## src/rtl/hazard_ctrl_pkg.sv

```systemverilog
// Shared definitions for the pipeline sequencing controller:
// FSM state encoding and register-specifier constants.
package hazard_ctrl_pkg;

  typedef enum logic [1:0] {
    ST_RUN         = 2'd0,
    ST_FREEZE      = 2'd1,
    ST_FREEZE_PEND = 2'd2
  } hz_state_e;

  localparam int REG_W_DEF = 5;
  localparam int ZERO_REG  = 0;

endpackage

```

## src/rtl/hazard_ctrl_sat_counter.sv

```systemverilog
// Saturating event counter with synchronous active-low clear.
// It holds at the all-ones value instead of wrapping.
module sat_counter #(
  parameter int CNT_W = 16
) (
  input  logic             clk_i,
  input  logic             rst_i,
  input  logic             inc_i,
  output logic [CNT_W-1:0] cnt_o
);

  localparam logic [CNT_W-1:0] CNT_MAX = {CNT_W{1'b1}};

  logic [CNT_W-1:0] cnt_q;
  logic [CNT_W-1:0] cnt_d;

  always_comb begin
    cnt_d = cnt_q;
    if (inc_i && (cnt_q != CNT_MAX)) begin
      cnt_d = cnt_q + 1'b1;
    end
  end

  always_ff @(posedge clk_i) begin
    if (!rst_i) begin
      cnt_q <= '0;
    end else begin
      cnt_q <= cnt_d;
    end
  end

  assign cnt_o = cnt_q;

endmodule

```

## src/rtl/hazard_ctrl.sv

```systemverilog
// Stall/flush sequencing for the 5-stage core. It arbitrates memory freeze,
// EX redirect, load-use and ID branch, and defers redirects seen while frozen.
module hazard_ctrl
  import hazard_ctrl_pkg::*;
#(
  parameter int REG_W = REG_W_DEF,
  parameter int CNT_W = 16
) (
  input  logic             clk_i,
  input  logic             rst_i,
  input  logic             mem_busy_i,
  input  logic             redirect_i,
  input  logic             ex_memread_i,
  input  logic [REG_W-1:0] ex_rt_i,
  input  logic [REG_W-1:0] id_rs_i,
  input  logic [REG_W-1:0] id_rt_i,
  input  logic             id_uses_rt_i,
  input  logic             branch_taken_i,
  output logic             pc_write_o,
  output logic             ifid_hold_o,
  output logic             ifid_flush_o,
  output logic             idex_hold_o,
  output logic             idex_bubble_o,
  output logic             frozen_o,
  output logic [CNT_W-1:0] stall_cnt_o,
  output logic [CNT_W-1:0] flush_cnt_o
);

  localparam logic [REG_W-1:0] ZERO_R = REG_W'(ZERO_REG);

  hz_state_e state_q;
  hz_state_e state_d;
  logic      frozen_q;
  logic      frozen_d;
  logic      lu;
  logic      redir;

  always_ff @(posedge clk_i) begin
    if (!rst_i) begin
      state_q  <= ST_RUN;
      frozen_q <= 1'b0;
    end else begin
      state_q  <= state_d;
      frozen_q <= frozen_d;
    end
  end

  // A redirect seen while the memory is busy is parked in FREEZE_PEND,
  // and later pulses are merged into that single pending flush.
  always_comb begin
    state_d = state_q;
    case (state_q)
      ST_RUN: begin
        if (mem_busy_i && redirect_i) state_d = ST_FREEZE_PEND;
        else if (mem_busy_i)          state_d = ST_FREEZE;
        else                          state_d = ST_RUN;
      end
      ST_FREEZE: begin
        if (mem_busy_i && redirect_i) state_d = ST_FREEZE_PEND;
        else if (mem_busy_i)          state_d = ST_FREEZE;
        else                          state_d = ST_RUN;
      end
      ST_FREEZE_PEND: begin
        state_d = mem_busy_i ? ST_FREEZE_PEND : ST_RUN;
      end
      default: state_d = ST_RUN;
    endcase
    frozen_d = (state_d != ST_RUN);
  end

  assign lu = ex_memread_i && (ex_rt_i != ZERO_R) &&
              ((ex_rt_i == id_rs_i) || (id_uses_rt_i && (ex_rt_i == id_rt_i)));

  assign redir = redirect_i || (state_q == ST_FREEZE_PEND);

  // Reset drives the scrub pattern so both pipeline registers fill with NOPs.
  always_comb begin
    pc_write_o    = 1'b1;
    ifid_hold_o   = 1'b0;
    ifid_flush_o  = 1'b0;
    idex_hold_o   = 1'b0;
    idex_bubble_o = 1'b0;
    if (!rst_i) begin
      pc_write_o    = 1'b0;
      ifid_flush_o  = 1'b1;
      idex_bubble_o = 1'b1;
    end else if (mem_busy_i) begin
      pc_write_o  = 1'b0;
      ifid_hold_o = 1'b1;
      idex_hold_o = 1'b1;
    end else if (redir) begin
      ifid_flush_o  = 1'b1;
      idex_bubble_o = 1'b1;
    end else if (lu) begin
      pc_write_o    = 1'b0;
      ifid_hold_o   = 1'b1;
      idex_bubble_o = 1'b1;
    end else if (branch_taken_i) begin
      ifid_flush_o = 1'b1;
    end
  end

  assign frozen_o = frozen_q;

  sat_counter #(.CNT_W(CNT_W)) u_stall_cnt (
    .clk_i (clk_i),
    .rst_i (rst_i),
    .inc_i (rst_i && !pc_write_o),
    .cnt_o (stall_cnt_o)
  );

  sat_counter #(.CNT_W(CNT_W)) u_flush_cnt (
    .clk_i (clk_i),
    .rst_i (rst_i),
    .inc_i (rst_i && ifid_flush_o),
    .cnt_o (flush_cnt_o)
  );

endmodule
```

## config.mk

```make
export PLATFORM = sky130hd
export DESIGN_NAME = hazard_ctrl
export DESIGN_NICKNAME = d
export VERILOG_FILES = /design/src/rtl/hazard_ctrl_pkg.sv /design/src/rtl/hazard_ctrl_sat_counter.sv /design/src/rtl/hazard_ctrl.sv
export SDC_FILE = /design/constraint.sdc
export NUM_CORES = 1
export LEC_CHECK = 0
export CAP_MARGIN = 40
export CELL_PAD_IN_SITES_DETAIL_PLACEMENT = 0
export CELL_PAD_IN_SITES_GLOBAL_PLACEMENT = 1
export CORE_MARGIN = 1
export CORE_UTILIZATION = 34
export CTS_CLUSTER_SIZE = 16
export DETAILED_ROUTE_END_ITERATION = 8
export PLACE_DENSITY = 0.78
export SETUP_SLACK_MARGIN = 0.15
export SLEW_MARGIN = 20
export SYNTH_ARGS = -nofsm -noshare
export SYNTH_HDL_FRONTEND = slang
export SYNTH_HIERARCHICAL = 1
export SYNTH_SLANG_ARGS = --single-unit
```

## constraint.sdc

```tcl
create_clock -name clk_i -period 3.7 [get_ports clk_i]
set_input_delay 1.11 -clock clk_i [delete_from_list [all_inputs] [get_ports clk_i]]
set_output_delay 1.11 -clock clk_i [all_outputs]
set_load 0.1 [all_outputs]
```

== After elaboration in Yosys (flattened, before gate mapping) ==
Cells that the tools add are included.

* Equal/unequal tests: 6
* Add/sub/neg operators: 2
* Reductions and logical operators: 15
* Muxes and demuxes: 22

{| class="wikitable"
|+ Operator list
! kind !! count
|-
| adder 16 x 1 -> 16 bit, second input constant || 2
|-
| != test 16 bit, second input constant || 2
|-
| two-way mux 1 bit || 19
|-
| equality test 5 bit || 2
|-
| logical AND 1 bit || 8
|-
| nonzero test 5 bit || 1
|-
| two-way mux 2 bit || 2
|-
| one-hot mux 2 bit (2 select lines) || 1
|-
| equality test 2 x 1 -> 1 bit, second input constant || 1
|-
| equality test 2 bit, second input constant || 1
|-
| logical NOT 2 bit || 1
|-
| logical OR 1 bit || 2
|-
| nonzero test 2 bit || 1
|-
| OR reduction 2 bit || 1
|-
| logical NOT 1 bit || 1
|}

* Input port bits: 22
* Logic and storage cells: 49
* Output and inout port bits: 38
* Register bits after elaboration: 35

== Logic depth before layout (Yosys ltp) ==
* Word-level depth: 11
* Gate-level depth with buffers: 9
* Gate-level depth less buffers: 9

== By module ==
Netlist, hierarchy kept.

{| class="wikitable"
|+ Modules (own cells, without submodules)
! module !! instances !! area each (sq um) !! seq. area each (sq um) !! cells an instance
|-
| sat_counter || 2 || 837.1 || 320.3 || 97
|-
| hazard_ctrl || 1 || 277.8 || 60.1 || 35
|}

== Worst setup path before layout ==
No wires, ideal clock.

* Path type: input-to-output
* Start: input ex_rt_i[1]
* End: output ifid_flush_o
* Data required time: 2.590 ns
* Stages: 4
* Data arrival time: 3.427 ns
* Buffers on the path: 0
* Setup slack: -0.837 ns
* Cells stage by stage: or4_4 > o21ai_2 > o21ai_1 > a31oi_1

* Word-level cells in the longest chain between the ends: 8
* Elaborated cells between the ends (all ways): 11
* Classes of those cells: eq/ne: 2; mux: 4; reduce/logical: 5

{| class="wikitable"
|+ RTL lines
! item !! line !! text
|-
| start, declared || hazard_ctrl.sv:14 || <nowiki>input logic [REG_W-1:0] ex_rt_i,</nowiki>
|-
| equality test 5 bit || hazard_ctrl.sv:72 || <nowiki>((ex_rt_i == id_rs_i) || (id_uses_rt_i && (ex_rt_i == id_rt_i)));</nowiki>
|-
| logical AND 1 bit || hazard_ctrl.sv:72 ||
|-
| logical OR 1 bit || hazard_ctrl.sv:72 ||
|-
| logical AND 1 bit (*) || hazard_ctrl.sv:71 || <nowiki>assign lu = ex_memread_i && (ex_rt_i != ZERO_R) &&</nowiki>
|-
| two-way mux 1 bit (*) || hazard_ctrl.sv:94 || <nowiki>end else if (lu) begin</nowiki>
|-
| two-way mux 1 bit (*) || hazard_ctrl.sv:91 || <nowiki>end else if (redir) begin</nowiki>
|-
| two-way mux 1 bit (*) || hazard_ctrl.sv:87 || <nowiki>end else if (mem_busy_i) begin</nowiki>
|-
| two-way mux 1 bit (*) || hazard_ctrl.sv:83 || <nowiki>if (!rst_i) begin</nowiki>
|-
| end, declared || hazard_ctrl.sv:21 || <nowiki>output logic ifid_flush_o,</nowiki>
|}

Mark *: on every way between the ends. The rest lies on a longest branch, timed or not.

== Worst setup path in the final report ==
* Start: input ex_rt_i[4]
* End: output idex_bubble_o

* Word-level cells in the longest chain between the ends: 8
* Elaborated cells between the ends (all ways): 11
* Classes of those cells: eq/ne: 2; mux: 4; reduce/logical: 5

{| class="wikitable"
|+ RTL lines
! item !! line !! text
|-
| equality test 5 bit || hazard_ctrl.sv:72 ||
|-
| logical AND 1 bit || hazard_ctrl.sv:72 ||
|-
| logical OR 1 bit || hazard_ctrl.sv:72 ||
|-
| logical AND 1 bit (*) || hazard_ctrl.sv:71 ||
|-
| two-way mux 1 bit (*) || hazard_ctrl.sv:94 ||
|-
| two-way mux 1 bit (*) || hazard_ctrl.sv:91 ||
|-
| two-way mux 1 bit (*) || hazard_ctrl.sv:87 ||
|-
| two-way mux 1 bit (*) || hazard_ctrl.sv:83 ||
|-
| end, declared || hazard_ctrl.sv:23 || <nowiki>output logic idex_bubble_o,</nowiki>
|}

Marked as above.

==> summary by stage <==
Timing
The normalized max-slew margin is 64.85%. The clock period could shrink to 3.648 ns. The number of max-slew violations in the final report was 0. Static timing analysis puts the maximum clock frequency at 274.1 MHz. The maximum clock skew at final layout is 0.009035 ns.

The worst-case hold slack is 0.4744 ns. Setup repair after global routing could not meet its margin everywhere. The final critical-path share of the clock period is 98.60%. The count of final hold-check violations is 0. The actual slew at the worst max-slew pin is 0.5205 ns. The final count of negative-setup-slack endpoints is 0.

GRT
The overall routing resource usage is 16.70%. The via count of the first global-routing pass was 1786. The global-route wire length before repair is 8086 µm.

Entering global routing, the biggest net connects 15 pins. The sum of overflow across all layers after global routing is 0. The number of antenna violations at the first check in global routing came to 0.

Power
The leakage power of the design is 1.117 nW. The peak ir drop on the vdd network is 188.3 µV. The total power density per cell area is 303.4 nW/µm². Combinational cells account for 17.5% of the total power.

The proportion of total power due to net switching is 26.47%. The share of total power dissipated in sequential elements is 42.8%. The internal portion of the total power is 0.0006590 W. In this run the power spent charging and discharging nets is 0.0002372 W.

The completed layout was analyzed and its total power is 0.0008962 W. The power share of the clock group is 39.6%.

Clock tree
TritonCTS built the clock tree. The number of buffers created by CTS is 5. The number of buffers on the longest clock path is 2. CTS built an H-tree with a depth of 2. The clock edge transition at the registers on the reported setup and hold paths is 0.07 ns.

Clock tree synthesis found a total of 35 sinks. The master cell of the clock root buffer is clkbuf_8. The clock latency reported for the late side of the worst-skew pair is 0.28 ns.

Yosys
For this run, asynchronously set or reset flops after synthesis account for 0%. The mapped netlist covers 1952 µm². Each instance of the synthesized netlist takes up on average 8.523 µm². The net count after synthesis is 253. The portion of the post-synthesis area used by sequential elements is 35.90%.

The synthesized design contains 0 enable-type register cells. The total of warnings raised by yosys is 6. The number of distinct library cell variants in the gate-level netlist after synthesis is 38. The count of state elements after synthesis is 35. The most used flip-flop cell after synthesis is dfxtp_1.

The cell count after synthesis came out at 229.

Layout
The number of antenna diodes in the final layout is 0. The most common cell after layout, fill and taps aside is buf_4. Compared with the post-synthesis result, the final layout area differs by 51.35%. The final instance count without filler cells is 379.

In the layout the commonest cells are buf_4 (46), dfxtp_1 (35), a21oi_1 (21), nand2_1 (21), nand3_1 (12). The number of nets at the end of the flow is 330. The fraction of final layout cells sized beyond drive strength 1 is 28.99%.

Floorplanning
The die extent in y is 77.77 µm. After floorplanning, the core was divided into 27 placement rows. The core region is 5507 µm². The die covers 6048 µm². In this run the count of I/O pins placed on the die edge is 60.

The starting density of the core is 35.45%. The die span in x is 77.77 µm.

Placement
Summed over all nets, the half-perimeter wirelength after detailed placement is 3728 µm. The cell count after placement is 368. Port buffering added 59 buffers.

The final weighted congestion in routability-driven placement is 0.7392.

Routing
The DRC violation count after routing is 0. In this run the remaining antenna-violating nets after routing total 0. Wires add up to 5204 µm. The post-detailed-route via-to-cell ratio is 5.253. The total number of vias is 1991. The first TritonRoute pass finished after 4 iterations. The detailed router finished its first iteration with 68 violations. The routed length per instance is 13.73 µm.

Hold path
The worst min-delay path class is reg -> reg.

Critical path
The maximum fanout encountered on the critical timing path is 3. The nature of the critical path startpoint is an input port. The element type at the critical path end is a primary output. The kind of critical path is in -> out. For the worst setup path, the data required time is 2.59 ns. For the worst setup path, the data arrival time is 2.54 ns.

Status
The flow ran to the end, and the final reports show no timing, DRC or antenna violations.

Run
The number of maximum-capacitance violations is 0.
-- layer usage --
metal / track usage (%) / part of all wire, % / up-vias / routed length [µm]
met4: 4.528 / 0.77 / 0 / 40
met5: 0 / 0 / - / 0
met1: 20.87 / 45 / 912 / 2329
met3: 4.000 / 4.7 / 5 / 242
li1: - / - / 1028 / -
met2: 28.41 / 50 / 46 / 2591
-- cell usage after synthesis (all sizes together) (3+ instances only) --
master	number	share of area, %
a21oi	22	5.6
and4	6	2.7
dfxtp	35	36
inv	10	1.9
mux2i	6	3.1
nand2	21	4.0
nand2b	5	1.6
nand3	12	3.1
nand4	8	4.1
nor2	12	2.3
nor3	6	1.5
nor4	9	3.5
o21ai	11	3.0
o31ai	10	3.8
or3	6	2.4
or4	11	4.4
xnor2	3	1.3
xor2	11	4.9
-- final cells by class --
cell class,count,area [µm²]
Fill cell,526,2552
Clock inverter,2,35.03
Clock buffer,6,82.58
Sequential cell,35,700.7
Timing Repair Buffer,74,664.4
Tap cell,72,90.09
Inverter,10,37.54
Multi-Input combinational cell,180,1344
-- per-stage QoR --
stage / cell area (µm²) / util, % / setup slack (ns) / setup TNS, ns
after floorplan: 1998 / - / 0.04754 / 0
after global placement: 2714 / 49.28 / -0.2970 / -1.484
after detailed placement: 2714 / 49.28 / -0.3085 / -1.815
after CTS: 2865 / 52.03 / 0.04269 / 0
after global routing: 2954 / 53.65 / 0.01364 / 0
final: 2954 / 53.65 / 0.05173 / 0
-- logic make-up after synthesis --
kind of cell               synth area share (%)
and+or+nand+nor                           32.31
AOI/OAI and AO/OA                         18.08
DFF                                       35.90
xor gates and xnor gates                  6.282
buffers and inverters                     3.077
muxes                                     3.077
adders and majority gates                 1.282
-- worst paths after layout --
kind / start / endpoint / slack, ns / cells past startpoint
worst max-delay path: ex_rt_i[4] / idex_bubble_o / 0.05 / 7
worst max register to register: state_q[0]$_SDFF_PN0_ / u_stall_cnt/cnt_o[7]$_SDFFE_PN0P_ / 1.66 / 7
worst min-delay path: state_q[1]$_SDFF_PN0_ / state_q[0]$_SDFF_PN0_ / 0.47 / 1
worst min register to register: state_q[1]$_SDFF_PN0_ / state_q[0]$_SDFF_PN0_ / 0.47 / 1
-- state kept, by name (all words and copies together), names as in the netlist --
signal / count
frozen_o: 1
u_flush_cnt/cnt_o: 16
state_q: 2
u_stall_cnt/cnt_o: 16
-- power by group through the flow --
stage / clock network [W] / logic, W / registers [W]
2_1_floorplan: 0 / 0.0000590 / 0.000412
4_1_cts: 0.000366 / 0.000144 / 0.000384
5_1_grt: 0.000382 / 0.000164 / 0.000384
3_5_place_dp: 0 / 0.000142 / 0.000393
6_report: 0.000355 / 0.000157 / 0.000384
3_3_place_gp: 0 / 0.000141 / 0.000393
-- timing repair --
action                     CTS  global route
setup buffers                1             2
resized for setup           41            18
hold buffers                 0             0
pin swaps                   17            11
setup endpoints to repair    5             4
hold endpoints to repair     0             0
-- worst max-delay path, stage by stage --
cell and delay [ns]:
buf_6 0.10, xor2_2 0.18, nor4_4 0.35, a32oi_4 0.21, o21a_1 0.25, o21ai_4 0.15
buf_12 0.19
Note: power is estimated with default switching activity, not from simulation.
